### src/rtl/ex_mem_reg.sv
// ex_mem_reg: EX/MEM pipeline register with hold/bubble control and
// storage for the two-cycle multiply-accumulate intermediate product.
module ex_mem_reg #(
    parameter int DATA_W  = 32,
    parameter int ADDR_W  = 5,
    parameter int STALL_W = 6,
    parameter int EX_IDX  = 3,
    parameter int MEM_IDX = 4
) (
    input  logic                clk,
    input  logic                rst,
    input  logic [STALL_W-1:0]  stall,
    input  logic [ADDR_W-1:0]   ex_wd,
    input  logic                ex_wreg,
    input  logic [DATA_W-1:0]   ex_wdata,
    input  logic [DATA_W-1:0]   ex_hi,
    input  logic [DATA_W-1:0]   ex_lo,
    input  logic                ex_whilo,
    input  logic [2*DATA_W-1:0] hilo_i,
    input  logic [1:0]          cnt_i,
    output logic [ADDR_W-1:0]   mem_wd,
    output logic                mem_wreg,
    output logic [DATA_W-1:0]   mem_wdata,
    output logic [DATA_W-1:0]   mem_hi,
    output logic [DATA_W-1:0]   mem_lo,
    output logic                mem_whilo,
    output logic [2*DATA_W-1:0] hilo_o,
    output logic [1:0]          cnt_o
);
    logic                w_s_ex, w_s_mem, w_advance, w_bubble, w_unused;
    logic [ADDR_W-1:0]   r_wd;
    logic                r_wreg, r_whilo;
    logic [DATA_W-1:0]   r_wdata, r_hi, r_lo;
    logic [2*DATA_W-1:0] r_hilo;
    logic [1:0]          r_cnt;
    assign w_s_ex    = stall[EX_IDX];
    assign w_s_mem   = stall[MEM_IDX];
    // Advance needs MEM free too, so the illegal EX-free/MEM-stalled case holds.
    assign w_advance = !w_s_ex && !w_s_mem;
    assign w_bubble  = w_s_ex && !w_s_mem;
    assign w_unused  = ^stall;
    always_ff @(posedge clk) begin
        if (rst) begin
            r_wd    <= '0;
            r_wreg  <= 1'b0;
            r_wdata <= '0;
            r_hi    <= '0;
            r_lo    <= '0;
            r_whilo <= 1'b0;
            r_hilo  <= '0;
            r_cnt   <= '0;
        end else if (w_advance) begin
            r_wd    <= ex_wd;
            r_wreg  <= ex_wreg;
            r_wdata <= ex_wdata;
            r_hi    <= ex_hi;
            r_lo    <= ex_lo;
            r_whilo <= ex_whilo;
            r_hilo  <= '0;
            r_cnt   <= '0;
        end else if (w_bubble) begin
            r_wd    <= '0;
            r_wreg  <= 1'b0;
            r_wdata <= '0;
            r_hi    <= '0;
            r_lo    <= '0;
            r_whilo <= 1'b0;
            r_hilo  <= hilo_i;
            r_cnt   <= cnt_i;
        end
    end
    always_ff @(posedge clk)
        a_stall_monotone: assert (rst || w_s_ex || !w_s_mem)
            else $warning("ex_mem_reg: illegal stall, MEM stalled while EX advances (stall=%b)", stall);
    assign mem_wd    = r_wd;
    assign mem_wreg  = r_wreg;
    assign mem_wdata = r_wdata;
    assign mem_hi    = r_hi;
    assign mem_lo    = r_lo;
    assign mem_whilo = r_whilo;
    assign hilo_o    = r_hilo;
    assign cnt_o     = r_cnt;
endmodule
### config.mk
export PLATFORM = sky130hd
export DESIGN_NAME = ex_mem_reg
export DESIGN_NICKNAME = d
export VERILOG_FILES = /design/src/rtl/ex_mem_reg.sv
export SDC_FILE = /design/constraint.sdc
export NUM_CORES = 1
export LEC_CHECK = 0
export ABC_AREA = 1
export BUFFER_PORTS_ARGS = -buffer_cell sky130_fd_sc_hd__buf_2
export CORE_AREA = 2 2 135 137
export CTS_BUF_LIST = sky130_fd_sc_hd__clkbuf_16
export DETAILED_ROUTE_END_ITERATION = 12
export DIE_AREA = 0 0 137 139
export PLACE_DENSITY = 0.71
export SYNTH_ARGS = -nofsm -noshare
export SYNTH_HDL_FRONTEND = slang
export SYNTH_SLANG_ARGS = --single-unit
### constraint.sdc
create_clock -name clk -period 1.82 [get_ports clk]
set_input_delay 0.091 -clock clk [delete_from_list [all_inputs] [get_ports clk]]
set_output_delay 0.091 -clock clk [all_outputs]
set_load 0.005 [all_outputs]
==> results of run 1 <==
area by class of cell:
cell class | count | share of cell area [%]
clock buffer | 17 | 4.12
clock inverter | 15 | 1.76
inverter | 67 | 2.44
multi-input combinational | 576 | 22.4
sequential | 169 | 32.8
tap | 229 | 2.78
timing repair buffer | 516 | 33.7
power groups by stage:
stage | Combinational, W | Sequential (W) | Clock [W]
after global placement | 0.000879 | 0.00403 | 0
final | 0.00119 | 0.00396 | 0.00374
after CTS | 0.00117 | 0.00396 | 0.00384
after detailed placement | 0.000888 | 0.00404 | 0
after global routing | 0.00132 | 0.00398 | 0.00399
after floorplan | 0.000412 | 0.00406 | 0
per-layer routing:
layer	track usage, %	vias up	wire (µm)
met4	11.0	0	859
li1	-	3562	-
met5	0	-	0
met2	36.1	319	10200
met3	7.02	71	1800
met1	23.0	3137	8000
final timing paths:
kind,endpoint,start
setup / recovery,mem_lo[16]$_SDFFE_PP0P_,stall[4]
hold / removal,hilo_o[18]$_SDFFE_PP0P_,rst
setup reg to reg,mem_lo[4]$_SDFFE_PP0P_,mem_lo[4]$_SDFFE_PP0P_
hold reg to reg,mem_wdata[4]$_SDFFE_PP0P_,mem_wdata[4]$_SDFFE_PP0P_
cell families after synthesis:
kind of cell | synth area share [%]
AO/OA/AOI/OAI | 8.31
buffers and inverters | 8.36
flip-flops | 54.6
AND/OR/NAND/NOR | 28.8
critical path, stage by stage:
cell	delay (ps)
sky130_fd_sc_hd__buf_4	130
sky130_fd_sc_hd__nor2_4	130
sky130_fd_sc_hd__buf_4	740
sky130_fd_sc_hd__nand2_1	230
sky130_fd_sc_hd__a21oi_1	240
stage by stage:
stage	std cells	worst slack [ps]	total power, W	utilization (%)
detailed placement	1388	73.9	0.00493	45.4
floorplan	867	939	0.00447	-
global placement	1388	83.5	0.00491	45.4
global route	1589	334	0.00930	58.4
finish	1589	460	0.00890	58.4
CTS	1589	513	0.00897	58.4
flip-flops by register name, summed over array words and instances (netlist names):
register	count
cnt_o	2
mem_wd	5
hilo_o	64
mem_wreg	1
mem_hi	32
mem_lo	32
mem_whilo	1
mem_wdata	32
placed cells by master, fill, tap and decap left out:
cell type and instances:
sky130_fd_sc_hd__buf_2 339, sky130_fd_sc_hd__nand2_1 338, sky130_fd_sc_hd__dfxtp_1 169, sky130_fd_sc_hd__dlygate4sd3_1 169, sky130_fd_sc_hd__nor2_1 132, sky130_fd_sc_hd__a21oi_1 103
sky130_fd_sc_hd__inv_1 66, sky130_fd_sc_hd__clkbuf_16 17, sky130_fd_sc_hd__inv_6 6, sky130_fd_sc_hd__buf_4 6, sky130_fd_sc_hd__inv_8 3, sky130_fd_sc_hd__nor2_4 2
sky130_fd_sc_hd__clkinv_2 2, sky130_fd_sc_hd__bufinv_16 2, sky130_fd_sc_hd__buf_12 2, sky130_fd_sc_hd__inv_2 1, sky130_fd_sc_hd__nand2_4 1, sky130_fd_sc_hd__clkinv_4 1
sky130_fd_sc_hd__clkinv_8 1
timing repair:
item                                   4_1_cts  5_1_grt
resized for setup                            0        0
hold buffers                               169        0
buffers inserted                             0        0
endpoints found under the hold margin      169        0
==> results.sh, run 1 <==
export IMPL_report_final_setup_viol=0
export IMPL_fillCellCount=1477
export IMPL_critical_path_endpoint_type="flip-flop"
export IMPL_tightest_slew_ps=1130
export IMPL_post_route_clock_skew_ps=0
export IMPL_worst_endpoint_data_arrival_time_ps=1690
export IMPL_power_per_cell_area_mw_per_mm2=863
export IMPL_run_status="finished, final reports clean"
export IMPL_hold_depth=4
export IMPL_drv_max_cap_violation_count=0
export IMPL_synthMostInstantiatedCell="sky130_fd_sc_hd__nand2_1"
export IMPL_rsz_0062_raised_after_global_routing="false"
export IMPL_area_occupied_by_multi_input_gates_mm2=0.00231
export IMPL_max_h_tree_level=4
export IMPL_fin_crit_sh_pct=74.7
export IMPL_syn_num_nets=1044
export IMPL_cts_reportedPaths_clkPinSlew_ps=70
export IMPL_crit_path_start_kind="input port"
export IMPL_die_h_um=139
export IMPL_number_of_core_rows=49
export IMPL_worst_setup_path_type="input port to flip-flop"
export IMPL_p_switching_w=0.00230
export IMPL_remaining_global_route_overflow=0
export IMPL_grt_pass1_wl_um=32300
export IMPL_route_detailed_vias_per_inst=4.46
export IMPL_sequentialPowerShare_pct=44.5
export IMPL_share_of_flip_flops_with_an_asynchronous_set_or_reset_after_synthesis_pct=0
export IMPL_design_final_nets=1524
export IMPL_postSynthRegisterBits=169
export IMPL_netSwitchingFraction_pct=25.9
export IMPL_drive_gt1_share_pct=28.2
export IMPL_die_width_um=137
export IMPL_hold_slack_final_ps=133
export IMPL_drt_initial_drc_count=323
export IMPL_ys_warn_count=0
export IMPL_drc_viols=0
export IMPL_finalWeightedCongestion=0.820
export IMPL_antenna_violating_nets_post_route=0
export IMPL_drt_first_pass_iters=5
export IMPL_cts_root_buffer_cell="sky130_fd_sc_hd__clkbuf_16"
export IMPL_routedWlPerCell_um=13.1
export IMPL_hpwlAfterDp_um=12000
export IMPL_placed_area_mm2=0.00802
export IMPL_synth_commonest_cells="sky130_fd_sc_hd__nand2_1, sky130_fd_sc_hd__dfxtp_1, sky130_fd_sc_hd__nor2_1"
export IMPL_tritoncts_num_sinks=169
export IMPL_post_synth_instance_area_mm2=0.00620
export IMPL_grt_start_max_net_pins=139
export IMPL_num_antenna_cells=0
export IMPL_layout_min_cycle_time_ps=1360
export IMPL_drt_total_wl_um=20900
export IMPL_worst_ir_drop_vdd_uv=661
export IMPL_synth_top_flop_cell="sky130_fd_sc_hd__dfxtp_1"
export IMPL_tritoncts_num_buffers=17
export IMPL_proportion_of_power_drawn_by_combinational_gates_pct=13.4
export IMPL_p_leak_nw=5.19
export IMPL_synth_top_cells_by_area="sky130_fd_sc_hd__dfxtp_1, sky130_fd_sc_hd__nand2_1, sky130_fd_sc_hd__a21oi_1"
export IMPL_timing_fmax_ghz=0.735
export IMPL_cts_path_max_buffers=2
export IMPL_vias_in_the_first_global_route=6956
export IMPL_post_synth_top_area_fraction_pct=54.6
export IMPL_final_hold_violation_count=0
export IMPL_portBuffers=341
export IMPL_area_sequential_mm2=0.00338
export IMPL_length_in_cells_of_the_worst_reg_to_reg_path=2
export IMPL_area_growth_syn_to_layout_pct=66.4
export IMPL_io_pins=346
export IMPL_cp_required_ps=2150
export IMPL_synthesis_instances=867
export IMPL_core_mm2=0.0177
export IMPL_synthesis_area_per_instance_um2=7.15
export IMPL_insertion_delay_ps=410
export IMPL_ff2ff_setup_slack_ps=1080
export IMPL_count_of_flip_flops_with_a_built_in_enable_after_synthesis=0
export IMPL_tritoncts="yes"
export IMPL_yosys_area_top_type="sky130_fd_sc_hd__dfxtp_1"
export IMPL_synth_distinct_cells=12
export IMPL_die_area_mm2=0.0190
export IMPL_cellInternalPower_w=0.00659
export IMPL_path_max_fanout=103
export IMPL_detailroute_via_count=7089
export IMPL_drv_slew=0
export IMPL_timing_slew_headroom_pct=24.4
export IMPL_clockPowerShare_pct=42.0
export IMPL_start_util_pct=35.1
export IMPL_setup_tns_final_ps=0
export IMPL_ys_seq_area_share_pct=54.6
export IMPL_finish_instance_area_mm2=0.0103
export IMPL_number_of_antenna_violations_at_the_first_check_in_global_routing=0
export IMPL_track_usage_pct=21.1
export IMPL_worst_hold_path_type="input port to flip-flop"
No activity file was read; power rests on OpenSTA's default activity.
==> inputs of run 2 (changes only) <==
Settings changed: ABC_AREA 1 to 0, CORE_AREA 2 2 135 137 to 2 2 134 136, DIE_AREA 0 0 137 139 to 0 0 136 138, PLACE_DENSITY 0.71 to 0.77.
Clock period 1.82 ns to 1.4 ns, I/O delays scaled along.
==> run 2 against run 1 <==
Final area is 7.5% higher. Largest power group unchanged. Non-clock buffer count increased by 14. Largest cell class unchanged. Combinational power grew 43%. Final cell count is 7.6% lower. Core utilization increased by 4.8 points. Synthesized area up 13%. Clock skew is the same. Critical path depth is the same. First-iteration DRC count rose by 5.0%.
==> results.sh, run 2 <==
export IMPL_run_status="finished, final reports clean"
export IMPL_cts_hold_repair_buffers=172
export IMPL_tritoncts_num_buffers=17
export IMPL_die_area_mm2=0.0188
export IMPL_synth_distinct_cells=13
export IMPL_area_occupied_by_multi_input_gates_mm2=0.00320
export IMPL_drive_gt1_share_pct=37.0
export IMPL_grt_start_max_net_pins=134
export IMPL_tightest_slew_ps=482
export IMPL_design_final_nets=1403
export IMPL_finalWeightedCongestion=0.772
export IMPL_number_of_antenna_violations_at_the_first_check_in_global_routing=0
export IMPL_ys_warn_count=0
export IMPL_vias_in_the_first_global_route=7420
export IMPL_area_growth_syn_to_layout_pct=58.9
export IMPL_drt_first_pass_iters=5
export IMPL_post_cts_setup_driven_buffer_insertion_count=0
export IMPL_track_usage_pct=24.0
export IMPL_worst_hold_path_type="input port to flip-flop"
export IMPL_critical_path_endpoint_type="flip-flop"
export IMPL_drt_initial_drc_count=339
export IMPL_crit_path_start_kind="input port"
export IMPL_cellInternalPower_w=0.00838
export IMPL_crit_path_frequent_cell="sky130_fd_sc_hd__dlygate4sd3_1"
export IMPL_share_of_flip_flops_with_an_asynchronous_set_or_reset_after_synthesis_pct=0
export IMPL_ys_seq_area_share_pct=48.5
export IMPL_detailroute_via_count=7333
export IMPL_most_common_layout_cells="sky130_fd_sc_hd__buf_2, sky130_fd_sc_hd__dlygate4sd3_1, sky130_fd_sc_hd__nand2_1, sky130_fd_sc_hd__dfxtp_1, sky130_fd_sc_hd__nand2b_1"
export IMPL_synth_top_cells_by_area="sky130_fd_sc_hd__dfxtp_1, sky130_fd_sc_hd__o22ai_2, sky130_fd_sc_hd__nand2b_1"
export IMPL_netSwitchingFraction_pct=25.4
export IMPL_area_sequential_mm2=0.00338
export IMPL_fin_crit_sh_pct=93.0
export IMPL_report_final_setup_viol=0
export IMPL_total_power_w=0.0112
export IMPL_postSynthRegisterBits=169
export IMPL_worst_setup_path_type="input port to flip-flop"
export IMPL_synth_commonest_cells="sky130_fd_sc_hd__dfxtp_1, sky130_fd_sc_hd__nand2_1, sky130_fd_sc_hd__nand2b_1"
export IMPL_p_leak_nw=4.83
export IMPL_hpwlAfterDp_um=12800
export IMPL_die_h_um=138
export IMPL_cts_path_max_buffers=2
export IMPL_proportion_of_power_drawn_by_combinational_gates_pct=15.1
export IMPL_synth_top_flop_cell="sky130_fd_sc_hd__dfxtp_1"
export IMPL_post_route_clock_skew_ps=0
export IMPL_insertion_delay_ps=410
export IMPL_final_hold_violation_count=0
export IMPL_largest_reg_flops=64
export IMPL_sequentialPowerShare_pct=45.3
export IMPL_die_width_um=136
export IMPL_power_per_cell_area_mw_per_mm2=1010
export IMPL_yosys_area_top_type="sky130_fd_sc_hd__dfxtp_1"
export IMPL_core_mm2=0.0175
export IMPL_route_detailed_vias_per_inst=5.00
export IMPL_timing_slew_headroom_pct=67.9
export IMPL_hold_depth=2
export IMPL_start_util_pct=39.8
export IMPL_number_of_core_rows=49
export IMPL_routedWlPerCell_um=15.9
export IMPL_drv_max_cap_violation_count=0
export IMPL_worst_endpoint_data_arrival_time_ps=1640
export IMPL_max_h_tree_level=4
export IMPL_cts_resized_gates=0
export IMPL_path_max_fanout=7
export IMPL_worst_ir_drop_vdd_uv=761
export IMPL_drv_slew=0
export IMPL_num_antenna_cells=0
export IMPL_cts_root_buffer_cell="sky130_fd_sc_hd__clkbuf_16"
export IMPL_cp_required_ps=1740
export IMPL_syn_num_nets=929
export IMPL_cts_reportedPaths_clkPinSlew_ps=60
export IMPL_p_switching_w=0.00285
export IMPL_antenna_violating_nets_post_route=0
export IMPL_leading_cell_type_in_the_layout_fill_and_taps_excluded="sky130_fd_sc_hd__buf_2"
export IMPL_clockPowerShare_pct=39.6
export IMPL_count_of_flip_flops_with_a_built_in_enable_after_synthesis=0
export IMPL_drt_total_wl_um=23400
export IMPL_io_pins=346
export IMPL_slowest_delay_ps=570
export IMPL_synthesis_instances=752
export IMPL_post_synth_top_area_fraction_pct=48.5
export IMPL_tritoncts_num_sinks=169
export IMPL_grt_pass1_wl_um=36100
export IMPL_remaining_global_route_overflow=0
export IMPL_synthesis_area_per_instance_um2=9.28
export IMPL_cp_cell_sequence="dlygate4sd3_1 > buf_6 > nand3b_1 > dlygate4sd3_1 > a21oi_1"
export IMPL_length_in_cells_of_the_worst_reg_to_reg_path=2
export IMPL_setup_tns_final_ps=0
export IMPL_fillCellCount=1297
export IMPL_critical_path_slowest_cell="sky130_fd_sc_hd__dlygate4sd3_1"
export IMPL_rsz_0062_raised_after_global_routing="false"
export IMPL_tritoncts="yes"
export IMPL_drc_viols=0
export IMPL_timing_fmax_ghz=0.768
export IMPL_post_synth_instance_area_mm2=0.00698
export IMPL_layout_min_cycle_time_ps=1300
export IMPL_portBuffers=341
==> run 2: changes by cell type after synthesis, sizes merged, moves of 66 or more <==
cell / before / now
inv: 67 / 0
nand2: 339 / 169
nand2b: 0 / 103
nand3b: 0 / 66
nor2: 134 / 0
o22ai: 0 / 103
==> run 2: power groups by stage <==
stage          sequential (W)  clock [W]  combinational (W)
6_report              0.00509    0.00444            0.00170
5_1_grt               0.00511    0.00480            0.00183
4_1_cts               0.00508    0.00458            0.00165
3_5_place_dp          0.00519          0            0.00127
3_3_place_gp          0.00518          0            0.00125
2_1_floorplan         0.00521          0           0.000684
==> run 2: layer usage <==
layer / vias to the layer above / GRT usage, % / wire length, µm
li1: 3497 / - / -
met1: 3397 / 25.2 / 8630
met2: 352 / 42.4 / 11800
met3: 87 / 7.22 / 1840
met4: 0 / 12.9 / 1060
met5: - / 0 / 0
==> run 2: logic make-up after synthesis <==
family | Yosys count | synth area share (%)
buf+inv | 75 | 5.74
compound gates | 169 | 20.2
flops | 169 | 48.5
simple gates | 339 | 25.5
==> run 2: final timing paths <==
kind,startpoint,end,slack [ps]
setup reg to reg,mem_hi[2]$_SDFFE_PP0P_,mem_hi[2]$_SDFFE_PP0P_,690
hold reg to reg,hilo_o[54]$_SDFFE_PP0P_,hilo_o[54]$_SDFFE_PP0P_,450
hold / removal,rst,mem_lo[19]$_SDFFE_PP0P_,80
setup / recovery,stall[4],hilo_o[12]$_SDFFE_PP0P_,100
==> run 2: critical path: cells and delay by family <==
family | cells | cell delay [ps]
compound gates | 1 | 140
buf+inv | 3 | 1280
simple gates | 1 | 140
==> run 2: cell type report <==
| type | instances | area share [%] |
|---|---|---|
| Timing Repair Buffer | 530 | 33.1 |
| Multi-Input combinational cell | 508 | 28.8 |
| Clock inverter | 15 | 1.15 |
| Clock buffer | 17 | 3.84 |
| Sequential cell | 169 | 30.5 |
| Tap cell | 229 | 2.58 |
==> run 2: metrics by stage <==
stage / instances / worst slack [ps] / util [%] / area (µm²) / hold WS, ps
global route: 1468 / 83.1 / 63.2 / 11100 / 77.4
global placement: 1264 / 371 / 50.3 / 8810 / 320
CTS: 1468 / 140 / 63.2 / 11100 / 62.3
detailed placement: 1264 / 356 / 50.3 / 8810 / 342
finish: 1468 / 98.5 / 63.2 / 11100 / 83.2
floorplan: 752 / 537 / - / 6980 / 222
==> inputs of run 3 (changes only) <==
Settings changed: ABC_AREA 0 to 1, CELL_PAD_IN_SITES_DETAIL_PLACEMENT set to 0, CELL_PAD_IN_SITES_GLOBAL_PLACEMENT set to 2, CORE_AREA 2 2 134 136 to unset, CORE_MARGIN set to 2, CORE_UTILIZATION set to 22, DIE_AREA 0 0 136 138 to unset, PLACE_DENSITY 0.77 to 0.84.
==> run 3 against run 2 <==
Final cell count increased by 19%. Power rose by 1.5%. Via count down 7.2%. Routed wire length is 7.0% lower. Critical path depth down 4. Sequential power grew 1%. Sequential share of layout area increased by 1.5 points. Register-to-register slack better by 50 ps. Non-clock buffer count shrank 7. Combinational power fell by 7%. Sequential cell count unchanged. Largest cell class unchanged. Highest routed layer unchanged.
==> results.sh, run 3 (same netlist as run 1, synthesis figures left out) <==
export IMPL_drv_slew=0
export IMPL_critical_path_slowest_cell="sky130_fd_sc_hd__dfxtp_1"
export IMPL_max_h_tree_level=4
export IMPL_vias_in_the_first_global_route=6456
export IMPL_largest_reg_flops=64
export IMPL_worst_endpoint_data_arrival_time_ps=930
export IMPL_remaining_global_route_overflow=0
export IMPL_worstReg2RegEnd="hilo_o[27]$_SDFFE_PP0P_"
export IMPL_proportion_of_power_drawn_by_combinational_gates_pct=13.9
export IMPL_cellInternalPower_w=0.00838
export IMPL_number_of_core_rows=61
export IMPL_cts_path_max_buffers=2
export IMPL_track_usage_pct=14.0
export IMPL_drt_total_wl_um=21700
export IMPL_io_pins=346
export IMPL_hold_depth=4
export IMPL_start_util_pct=22.3
export IMPL_setup_tns_final_ps=0
export IMPL_run_status="finished, final reports clean"
export IMPL_drv_max_cap_violation_count=0
export IMPL_cp_required_ps=1330
export IMPL_cp_cell_sequence="buf_2"
export IMPL_tritoncts_num_sinks=169
export IMPL_min_from="rst"
export IMPL_slowest_delay_ps=380
export IMPL_grt_start_max_net_pins=104
export IMPL_r2r_start="hilo_o[27]$_SDFFE_PP0P_"
export IMPL_crit_path_start_kind="flip-flop"
export IMPL_finalWeightedCongestion=0.721
export IMPL_worst_ir_drop_vdd_uv=564
export IMPL_hold_slack_final_ps=60.0
export IMPL_critical_path_endpoint_type="primary output"
export IMPL_cts_root_buffer_cell="sky130_fd_sc_hd__clkbuf_16"
export IMPL_drc_viols=0
export IMPL_design_final_nets=1531
export IMPL_detailroute_via_count=6805
export IMPL_tritoncts="yes"
export IMPL_placed_area_mm2=0.00831
export IMPL_timing_fmax_ghz=0.996
export IMPL_drive_gt1_share_pct=28.3
export IMPL_ff2ff_setup_slack_ps=740
export IMPL_hpwlAfterDp_um=14300
export IMPL_power_per_cell_area_mw_per_mm2=1080
export IMPL_place_inst=1544
export IMPL_post_route_clock_skew_ps=0
export IMPL_antenna_violating_nets_post_route=0
export IMPL_die_width_um=172
export IMPL_number_of_antenna_violations_at_the_first_check_in_global_routing=1
export IMPL_crit_family="flip-flops"
export IMPL_most_common_layout_cells="sky130_fd_sc_hd__buf_2, sky130_fd_sc_hd__nand2_1, sky130_fd_sc_hd__dfxtp_1, sky130_fd_sc_hd__dlygate4sd3_1, sky130_fd_sc_hd__nor2_1"
export IMPL_p_switching_w=0.00302
export IMPL_area_growth_syn_to_layout_pct=70.5
export IMPL_p_leak_nw=5.22
export IMPL_clockPowerShare_pct=41.0
export IMPL_timing_slew_headroom_pct=54.0
export IMPL_length_in_cells_of_the_worst_reg_to_reg_path=4
export IMPL_report_final_setup_viol=0
export IMPL_routedWlPerCell_um=12.4
export IMPL_die_h_um=172
export IMPL_tightest_slew_ps=688
export IMPL_hold_path_endpoint="hilo_o[30]$_SDFFE_PP0P_"
export IMPL_worst_hold_path_type="input port to flip-flop"
export IMPL_path_max_fanout=2
export IMPL_tritoncts_num_buffers=17
export IMPL_netSwitchingFraction_pct=26.5
export IMPL_cts_reportedPaths_clkPinSlew_ps=80
export IMPL_die_area_mm2=0.0295
export IMPL_drt_first_pass_iters=5
export IMPL_final_hold_violation_count=0
export IMPL_cts_resized_gates=0
export IMPL_grt_pass1_wl_um=32900
export IMPL_leading_cell_type_in_the_layout_fill_and_taps_excluded="sky130_fd_sc_hd__buf_2"
export IMPL_portBuffers=341
export IMPL_worst_setup_path_type="flip-flop to primary output"
export IMPL_finish_instance_area_mm2=0.0106
export IMPL_total_power_w=0.0114
export IMPL_drt_initial_drc_count=305
export IMPL_rsz_0062_raised_after_global_routing="false"
export IMPL_timing_critical_path_buf_inv=1
export IMPL_layout_min_cycle_time_ps=1000
export IMPL_post_cts_setup_driven_buffer_insertion_count=0
export IMPL_insertion_delay_ps=420
export IMPL_fin_crit_sh_pct=71.7
export IMPL_core_mm2=0.0278
export IMPL_sequentialPowerShare_pct=45.1
export IMPL_route_detailed_vias_per_inst=3.90
export IMPL_stdcell_count=1746
-- run 3: routing by layer --
layer	track usage, %	wire length (µm)	vias to the layer above	part of all wire (%)
li1	-	-	3586	-
met5	0	0	-	0
met2	25.2	10500	238	48
met1	15.8	9200	2960	42
met3	4.28	1660	21	7.7
met4	4.53	330	0	1.5
-- run 3: power by group through the flow --
stage                     Sequential, W  Combinational [W]  Clock (W)
after CTS                       0.00515            0.00160    0.00489
after floorplan                 0.00528           0.000536          0
final                           0.00515            0.00158    0.00467
after global routing            0.00517            0.00177    0.00509
after detailed placement        0.00526            0.00122          0
after global placement          0.00525            0.00122          0
-- run 3: worst max-delay path by stage --
stage | to | cells after the start | startpoint | slack, ps
6_report | mem_lo[24] | 1 | mem_lo[24]$_SDFFE_PP0P_ | 400
3_3_place_gp | hilo_o[58]$_SDFFE_PP0P_ | 6 | stall[3] | 60
4_1_cts | mem_lo[24] | 1 | mem_lo[24]$_SDFFE_PP0P_ | 350
3_5_place_dp | hilo_o[10]$_SDFFE_PP0P_ | 6 | stall[3] | 30
5_1_grt | mem_lo[24] | 1 | mem_lo[24]$_SDFFE_PP0P_ | 340
2_1_floorplan | mem_hi[0]$_SDFFE_PP0P_ | 4 | rst | 540
-- run 3: cell type report --
cell class	count	area [µm²]
flip-flops and latches	169	3380
multi-input cells	576	2310
clock buffers	17	425
inverters	67	251
fillers	2960	17200
diodes	1	2.50
well taps	378	473
repair buffers	523	3580
clock inverters	15	146
-- run 3: repair_timing --
action / in CTS / in global routing
hold endpoints to repair: 169 / 0
endpoints found under the setup margin: 0 / 0
hold buffers: 169 / 0
-- run 3: per-stage QoR --
step	utilization, %	setup slack [ps]
floorplan	-	540
global placement	29.9	60.1
detailed placement	29.9	35.0
CTS	38.0	347
global route	38.1	338
finish	38.1	396
